[config.mk]
export PLATFORM = sky130hd
export DESIGN_NAME = fx2_fifo_sched
export DESIGN_NICKNAME = d
export VERILOG_FILES = /design/src/rtl/fx2_fifo_sched.sv
export SDC_FILE = /design/constraint.sdc
export NUM_CORES = 1
export LEC_CHECK = 0
export ABC_AREA = 1
export CORE_AREA = 4 4 64 66
export DETAILED_ROUTE_END_ITERATION = 16
export DIE_AREA = 0 0 68 70
export GPL_TIMING_DRIVEN = 0
export PLACE_DENSITY = 0.8
export SYNTH_ARGS = -nofsm -noshare
export SYNTH_HDL_FRONTEND = slang
export SYNTH_SLANG_ARGS = --single-unit
[constraint.sdc]
create_clock -name clk -period 2.3 [get_ports clk]
set_input_delay 0.46 -clock clk [delete_from_list [all_inputs] [get_ports clk]]
set_output_delay 0.46 -clock clk [all_outputs]
set_load 0.01 [all_outputs]
[src/rtl/fx2_fifo_sched.sv]
// Shares the FX2LP synchronous slave-FIFO bus between the EP2 OUT stream (rx) and the EP6 IN stream (tx).
// Optional idle partial-packet flush is enabled by defining FX2_IDLE_PKTEND_EN.
//
// state      | meaning
// S_IDLE     | bus parked, arbitrate between rd_req and wr_req
// S_RD_SETUP | FIFOADR=EP2, SLOE low, one cycle before the first SLRD
// S_RD       | read burst, SLRD gated by flaga & rx_ready
// S_WR_SETUP | FIFOADR=EP6, FD driven, bus turnaround cycle
// S_WR       | write burst, SLWR gated by flagd & tx_valid
// S_PKTEND   | one-cycle PKTEND strobe to commit a short packet
module fx2_fifo_sched #(
  parameter int BURST_MAX   = 64,
  parameter int PKT_SIZE    = 512,
  parameter int TIMEOUT_CYC = 4096
) (
  input  logic       clk,
  input  logic       rst,
  input  logic       flaga,
  input  logic       flagd,
  input  logic [7:0] fdata_i,
  output logic [7:0] fdata_o,
  output logic       fdata_oe,
  output logic [1:0] faddr,
  output logic       sloe,
  output logic       slrd,
  output logic       slwr,
  output logic       pkt_end,
  input  logic [7:0] tx_data,
  input  logic       tx_valid,
  input  logic       tx_last,
  output logic       tx_ready,
  output logic [7:0] rx_data,
  output logic       rx_valid,
  input  logic       rx_ready,
  output logic       busy
);

  localparam int BW = $clog2(BURST_MAX + 1);
  localparam int PW = $clog2(PKT_SIZE);

  if ((PKT_SIZE < 2) || ((PKT_SIZE & (PKT_SIZE - 1)) != 0) || (BURST_MAX < 1) || (TIMEOUT_CYC < 1))
  begin : g_bad_param
    $error("fx2_fifo_sched: invalid parameter set");
  end

  typedef enum logic [2:0] {
    S_IDLE, S_RD_SETUP, S_RD, S_WR_SETUP, S_WR, S_PKTEND
  } state_t;

  state_t        state_q, state_d;
  logic [BW-1:0] burst_q, burst_d;
  logic [PW-1:0] pkt_cnt_q, pkt_cnt_d;
  logic          prio_wr_q, prio_wr_d;
  logic          sloe_q, fdata_oe_q, pkt_end_q, busy_q;
  logic [1:0]    faddr_q;

  logic rd_req, wr_req, rd_xfer, wr_xfer, burst_last, pkt_last;

`ifdef FX2_IDLE_PKTEND_EN
  localparam int TW = $clog2(TIMEOUT_CYC + 1);
  logic [TW-1:0] idle_cnt_q, idle_cnt_d;
  logic          flush_q, flush_d, flush_due;
  assign flush_due = (idle_cnt_q == TW'(TIMEOUT_CYC));
`endif

  assign rd_req     = flaga & rx_ready;
  assign wr_req     = flagd & tx_valid;
  assign rd_xfer    = (state_q == S_RD) & rd_req;
  assign wr_xfer    = (state_q == S_WR) & wr_req;
  assign burst_last = (burst_q == BW'(BURST_MAX - 1));
  assign pkt_last   = (pkt_cnt_q == PW'(PKT_SIZE - 1));

  // Strobes are decoded from registered state plus live flags so a flag
  // dropping in the strobe cycle suppresses that transfer.
  assign slrd     = ~rd_xfer;
  assign slwr     = ~wr_xfer;
  assign tx_ready = wr_xfer;
  assign rx_valid = (state_q == S_RD) & flaga;
  assign rx_data  = fdata_i;
  assign fdata_o  = (state_q == S_WR) ? tx_data : 8'h00;

  assign sloe     = sloe_q;
  assign fdata_oe = fdata_oe_q;
  assign faddr    = faddr_q;
  assign pkt_end  = pkt_end_q;
  assign busy     = busy_q;

  always_comb begin
    state_d   = state_q;
    burst_d   = burst_q;
    pkt_cnt_d = pkt_cnt_q;
    prio_wr_d = prio_wr_q;
`ifdef FX2_IDLE_PKTEND_EN
    flush_d   = flush_q;
`endif
    case (state_q)
      S_IDLE: begin
`ifdef FX2_IDLE_PKTEND_EN
        if (flush_due) begin
          state_d = S_WR_SETUP;
          flush_d = 1'b1;
        end else
`endif
        if (rd_req && (!wr_req || !prio_wr_q)) begin
          state_d   = S_RD_SETUP;
          prio_wr_d = 1'b1;
        end else if (wr_req) begin
          state_d   = S_WR_SETUP;
          prio_wr_d = 1'b0;
        end
      end
      S_RD_SETUP: state_d = S_RD;
      S_RD: begin
        if (!rd_req) begin
          state_d = S_IDLE;
        end else begin
          burst_d = burst_q + BW'(1);
          if (burst_last) state_d = S_IDLE;
        end
      end
      S_WR_SETUP: begin
`ifdef FX2_IDLE_PKTEND_EN
        state_d = flush_q ? S_PKTEND : S_WR;
`else
        state_d = S_WR;
`endif
      end
      S_WR: begin
        if (!wr_req) begin
          state_d = S_IDLE;
        end else begin
          burst_d   = burst_q + BW'(1);
          pkt_cnt_d = pkt_last ? '0 : pkt_cnt_q + PW'(1);
          // A last byte landing on the packet boundary is auto-committed by the FX2.
          if (tx_last)         state_d = pkt_last ? S_IDLE : S_PKTEND;
          else if (burst_last) state_d = S_IDLE;
        end
      end
      S_PKTEND: begin
        pkt_cnt_d = '0;
        state_d   = S_IDLE;
`ifdef FX2_IDLE_PKTEND_EN
        flush_d   = 1'b0;
`endif
      end
      default: state_d = S_IDLE;
    endcase
    if ((state_d == S_IDLE) && (state_q != S_IDLE)) burst_d = '0;
  end

`ifdef FX2_IDLE_PKTEND_EN
  always_comb begin
    idle_cnt_d = idle_cnt_q;
    if (wr_xfer || (pkt_cnt_q == '0) || flush_q) idle_cnt_d = '0;
    else if (!flush_due)                         idle_cnt_d = idle_cnt_q + TW'(1);
  end
`endif

  always_ff @(posedge clk or posedge rst) begin
    if (rst) begin
      state_q    <= S_IDLE;
      burst_q    <= '0;
      pkt_cnt_q  <= '0;
      prio_wr_q  <= 1'b0;
      sloe_q     <= 1'b1;
      fdata_oe_q <= 1'b0;
      faddr_q    <= 2'b00;
      pkt_end_q  <= 1'b1;
      busy_q     <= 1'b0;
`ifdef FX2_IDLE_PKTEND_EN
      idle_cnt_q <= '0;
      flush_q    <= 1'b0;
`endif
    end else begin
      state_q    <= state_d;
      burst_q    <= burst_d;
      pkt_cnt_q  <= pkt_cnt_d;
      prio_wr_q  <= prio_wr_d;
      sloe_q     <= !((state_d == S_RD_SETUP) || (state_d == S_RD));
      fdata_oe_q <= (state_d == S_WR_SETUP) || (state_d == S_WR) || (state_d == S_PKTEND);
      faddr_q    <= ((state_d == S_WR_SETUP) || (state_d == S_WR) || (state_d == S_PKTEND))
                    ? 2'b10 : 2'b00;
      pkt_end_q  <= (state_d != S_PKTEND);
      busy_q     <= (state_d != S_IDLE);
`ifdef FX2_IDLE_PKTEND_EN
      idle_cnt_q <= idle_cnt_d;
      flush_q    <= flush_d;
`endif
    end
  end

endmodule
=== Word-level counts from Yosys, hierarchy flattened ===
Cells that the tools add are included.

* Input port bits: 23
* Register bits after elaboration: 26

* Bitwise gates (word level): 7
* Reduce and logical (&&, ||, !) cells: 19
* Equal/unequal tests: 16
* Muxes and demuxes: 19
* $add $sub $neg: 2

{| class="wikitable"
|+ Operators by type and width
! cell !! count
|-
| 3-bit two-way mux || 7
|-
| 7-bit two-way mux || 3
|-
| 9-bit two-way mux || 2
|-
| 9-bit case mux with 2 select lines || 1
|-
| 3-bit case mux with 5 select lines || 1
|-
| 7-bit case mux with 2 select lines || 1
|-
| 3-bit by 2-bit equality test with 1-bit output (second input constant) || 4
|-
| 3-bit equality test (second input constant) || 4
|-
| 9-bit by 1-bit adder with 9-bit output (second input constant) || 1
|-
| 9-bit equality test (second input constant) || 1
|-
| 3-bit nonzero test || 3
|-
| 8-bit two-way mux || 1
|-
| 7-bit by 1-bit adder with 7-bit output (second input constant) || 1
|-
| 7-bit by 6-bit equality test with 1-bit output (second input constant) || 1
|-
| 3-bit by 1-bit equality test with 1-bit output (second input constant) || 2
|-
| 3-bit zero test || 2
|-
| 3-bit by 2-bit inequality test with 1-bit output (second input constant) || 2
|-
| 1-bit bitwise AND || 5
|-
| 1-bit logical OR || 4
|-
| 2-bit AND reduction || 2
|-
| 2-bit nonzero test || 2
|-
| 1-bit zero test || 3
|-
| 3-bit inequality test (second input constant) || 1
|-
| 3-bit AND reduction || 1
|-
| 5 further kinds || 8
|}

=== Depth between registers and ports, before layout ===
* Word-level depth: 10
* Depth in mapped cells: 15
* Gate-level depth less buffers: 15

=== Least setup slack after synthesis ===
Ideal clock, no wire load.

* Path type: register -> register
* Start: register pkt_cnt_q[0]
* End: register pkt_cnt_q[6]
* Stages on the path, launching flop included: 16
* Period minus slack after synthesis: 1814 ps
* Setup slack: 486 ps
* Data arrival time: 1697 ps
* Path through: dfrtp_1 > ha_1 > nand2_1 > nor2_1 > nand2_1 > nor2_1 > inv_1 > nor2_1 > ha_1 > inv_1 > nand2_1 > inv_1 > a21oi_1 > nand2_1 > o21ai_1 > inv_1

* Longest elaborated chain between the ends: 4

{| class="wikitable"
|+ RTL lines
! element !! line !! text
|-
| start: declaration || 52 || <nowiki>logic [PW-1:0] pkt_cnt_q, pkt_cnt_d;</nowiki>
|-
| start signal: assignment || 177 || <nowiki>pkt_cnt_q <= pkt_cnt_d;</nowiki>
|-
| 9-bit by 1-bit adder with 9-bit output or 9-bit equality test (tied branches) || 133, 71 ||
|-
| 9-bit two-way mux (*) || 133 || <nowiki>pkt_cnt_d = pkt_last ? '0 : pkt_cnt_q + PW'(1);</nowiki>
|-
| 9-bit two-way mux (*) || 129 || <nowiki>if (!wr_req) begin</nowiki>
|-
| 9-bit case mux with 2 select lines (*) || 96 || <nowiki>case (state_q)</nowiki>
|}

Every way passes the cells marked *; elsewhere a longest branch is shown, timed or not. The select of a mux whose other input is x is not followed.
A chain may end at the register's enable or synchronous reset.

=== Final worst setup path ===
* Start: register state_q[0]
* End: output fdata_o[0]

* Longest elaborated chain between the ends: 2

{| class="wikitable"
|+ RTL lines
! element !! line !! text
|-
| start: declaration || 50 || <nowiki>state_t state_q, state_d;</nowiki>
|-
| start signal: assignment || 175 || <nowiki>state_q <= state_d;</nowiki>
|-
| 3-bit equality test || 80 || <nowiki>assign fdata_o = (state_q == S_WR) ? tx_data : 8'h00;</nowiki>
|-
| 8-bit two-way mux || 80 ||
|-
| end: declaration || 21 || <nowiki>output logic [7:0] fdata_o,</nowiki>
|}

No other way between the ends.

==> summary.txt <==
Placed design
  • # port buffers: 39
  • GPL Wtd Cong: 0.8521
  • Post-DP HPWL: 2417 um
  • Placed Area: 1966 sq um

Yosys
  • Synthesized flop and latch total: 24
  • Sequential area share after synthesis: 39.80%
  • Number of flops mapped to enable cells by yosys: 0
  • Cell count after synthesis: 195
  • Async SR Flop Fraction: 100.0%
  • Main flop type after synthesis: dfrtp_1
  • Synth Net Count: 221
  • Syn Std Cell Area: 1515 sq um
  • Synth unique cells: 32
  • Synth warn: 0
  • Syn Area/Cell: 7.770 sq um

Global routing
  • Grt ovf: 0
  • Tot GR Track Use: 13.35%
  • Largest net degree at the start of global routing: 25
  • Initial antenna violation count: 0
  • First-pass GRT wire length: 4988 um
  • Vias in the first global route: 1208

Clock network
  • Clk buf depth: 2
  • Clk_lat worst skew: 0.32 ns
  • H-tree Lvls: 1
  • Clock-pin slew on the worst setup and hold paths: 0.14 ns
  • Clock Sinks: 24
  • Clk Tree Root Cell: clkbuf_4
  • Num CTS Buffers: 3
  • CTS tree: yes

Worst setup path
  • Worst-path cell chain: nor2_4, nand2_2, nor2_1, clkdlybuf4s50_1
  • Kind of critical path: reg -> out
  • Reg2reg start: pkt_cnt_q[1]
  • WP data required: 1.84 ns
  • Reg2reg setup slack: 0.28 ns
  • Stages on worst setup path: 4
  • Crit-path max FO: 8
  • Crit path capture type: output pin
  • Slowest stage cell on the critical path: clkdlybuf4s50_1
  • Critical Path Start Type: register
  • RR Endpoint: pkt_cnt_q[6]
  • CP Launch Point: state_q[0]
  • CP arrival: 1.74 ns
  • Crit path largest cell delay: 0.55 ns
  • WP buf/inv: 1
  • Top delay family on crit path: buffers and inverters
  • R2R cell count: 15
  • Critical Path End: fdata_o[0]

Timing
  • RSZ-0062 raised after global routing: true
  • Skew final: 0.01653 ns
  • Setup violations, final: 0
  • Slew of the pin with the lowest slew margin: 0.8925 ns
  • Fin. max-slew vios: 0
  • Slew HR: 40.43%
  • Min cycle time layout: 2.196 ns
  • Final period util: 95.46%
  • WHS: 0.5032 ns
  • Post-Route Setup TNS: 0 ns
  • Max Fclk: 455.4 MHz
  • Final Hold Vio Count: 0

Floorplanning
  • IO Count: 49
  • Core Rows: 22
  • Starting Density: 42.34%
  • Die area: 4760 sq um
  • DIE HEIGHT: 70 um
  • Core Region: 3578 sq um
  • Die W: 68 um

Route
  • Drt total wl: 3015 um
  • Drt drc: 0
  • DR iter-0 viols: 54
  • Post-route ant nets: 0
  • Vias: 1278
  • DR pass1 iterations: 4
  • Routed vias/inst: 4.407
  • Avg WL per Cell: 10.40 um

Finish
  • Layout cells sized above 1: 19.83%
  • # fillers: 333
  • Most common cell after layout, fill and taps aside: nand2_1
  • Fin nets: 269
  • Finished Cell Area: 2064 sq um
  • P&R area growth vs syn: 36.25%
  • Most frequent cells in the layout: 40 x nand2_1, 38 x inv_1, 38 x clkdlybuf4s50_1, 21 x nor2_1, 20 x dfrtp_1
  • Diode count: 0

Power and ir drop
  • Tot Pwr: 1.493 mW
  • Leak Pwr: 1.099 nW
  • Worst vdd ir: 0.4292 mV
  • Pwr/cell area: 723.3 nW/um^2

Job
  • Max-cap violations: 0

Min path
  • HP Class: reg -> reg

Outcome
  • Outcome: completed
[synthesized netlist by cell type, drive strengths merged (2+ instances only)]
library cell	number	area (sq um)
a21oi	7	57.55
buf	11	80.07
clkinv	2	7.510
dfrtp	22	550.5
dfstp	2	52.55
ha	3	37.54
inv	40	150.1
mux2	2	22.52
nand2	47	206.5
nand3	10	85.08
nand4	4	25.02
nor2	26	117.6
nor3	4	20.02
o21ai	5	28.77
xnor2	2	17.52
xor2	3	26.28
[where the power goes]
part	internal [mW]	switching, mW	leakage, nW	total (mW)
logic	0.293	0.319	0.770	0.613
clock network	0.176	0.128	0.0279	0.304
registers	0.510	0.0663	0.300	0.576
[state kept, by name (all words and copies together) (netlist names)]
register and flops:
state_q 3, faddr 1, pkt_end 1, prio_wr_q 1, busy 1, pkt_cnt_q 9
burst_q 7, sloe 1
[metal layers]
metal  track usage (%)  vias up  part of all wire [%]
li1                  -      672                     -
met1             14.34      592                    40
met2             25.37       12                    57
met3             3.698        2                   2.6
met4             1.987        0                  0.36
met5                 0        -                     0
[timing repair]
action,in CTS,in global routing
gates resized for setup,2,6
setup endpoints to repair,9,11
hold buffers,0,0
setup buffers,2,2
pin swaps,0,1
[kinds of logic (layout without fill, tap and decap cells)]
| family | count (synthesis) | count (layout) | synth area share (%) |
|---|---|---|---|
| AOI/OAI and AO/OA | 14 | 14 | 6.606 |
| xor gates and xnor gates | 5 | 5 | 2.891 |
| adders and majority gates | 3 | 3 | 2.478 |
| buffers and inverters | 53 | 100 | 15.69 |
| DFF | 24 | 24 | 39.80 |
| muxes | 2 | 2 | 1.486 |
| other | 1 | 1 | 0.2475 |
| and+or+nand+nor | 93 | 93 | 30.80 |
[metrics by stage]
| step | worst slack (ns) | instances | util, % |
|---|---|---|---|
| 2_1_floorplan | 0.4860 | 195 | - |
| 3_3_place_gp | -0.07462 | 282 | 54.93 |
| 3_5_place_dp | -0.08604 | 282 | 54.93 |
| 4_1_cts | 0.01473 | 288 | 56.89 |
| 5_1_grt | -0.01849 | 290 | 57.69 |
| 6_report | 0.1044 | 290 | 57.69 |
[worst min-delay path by stage]
| stage | from | endpoint | slack [ns] | cells past startpoint |
|---|---|---|---|---|
| finish | pkt_cnt_q[8] | pkt_cnt_q[8] | 0.50 | 2 |
| CTS | pkt_cnt_q[8] | pkt_cnt_q[8] | 0.50 | 2 |
| floorplan | pkt_cnt_q[8] | pkt_cnt_q[8] | 0.45 | 2 |
| detailed placement | pkt_cnt_q[8] | pkt_cnt_q[8] | 0.47 | 2 |
| global route | pkt_cnt_q[8] | pkt_cnt_q[8] | 0.55 | 2 |
| global placement | pkt_cnt_q[8] | pkt_cnt_q[8] | 0.46 | 2 |
[worst register-to-register path: stages, from the launching register on]
cell	delay [ns]
dfrtp_1	0.41
ha_1	0.18
nand2_1	0.07
nor2_1	0.12
nand2_1	0.10
nor2_1	0.09
inv_1	0.05
nor2_1	0.09
ha_2	0.21
inv_1	0.06
nand2_1	0.10
inv_1	0.10
a21oi_2	0.17
nand2_1	0.06
o21ai_1	0.08
inv_1	0.05
[final cells by class]
| class | instances | area [sq um] | share of cell area (%) |
|---|---|---|---|
| multi-input combinational | 118 | 685.7 | 33.21 |
| sequential | 24 | 605.6 | 29.33 |
| inverter | 42 | 157.7 | 7.636 |
| timing repair buffer | 43 | 422.9 | 20.48 |
| clock buffer | 3 | 22.52 | 1.091 |
| buffer | 11 | 80.08 | 3.879 |
| tap | 48 | 60.06 | 2.909 |
| clock inverter | 1 | 30.03 | 1.455 |
No activity file was read; power rests on OpenSTA's default activity.
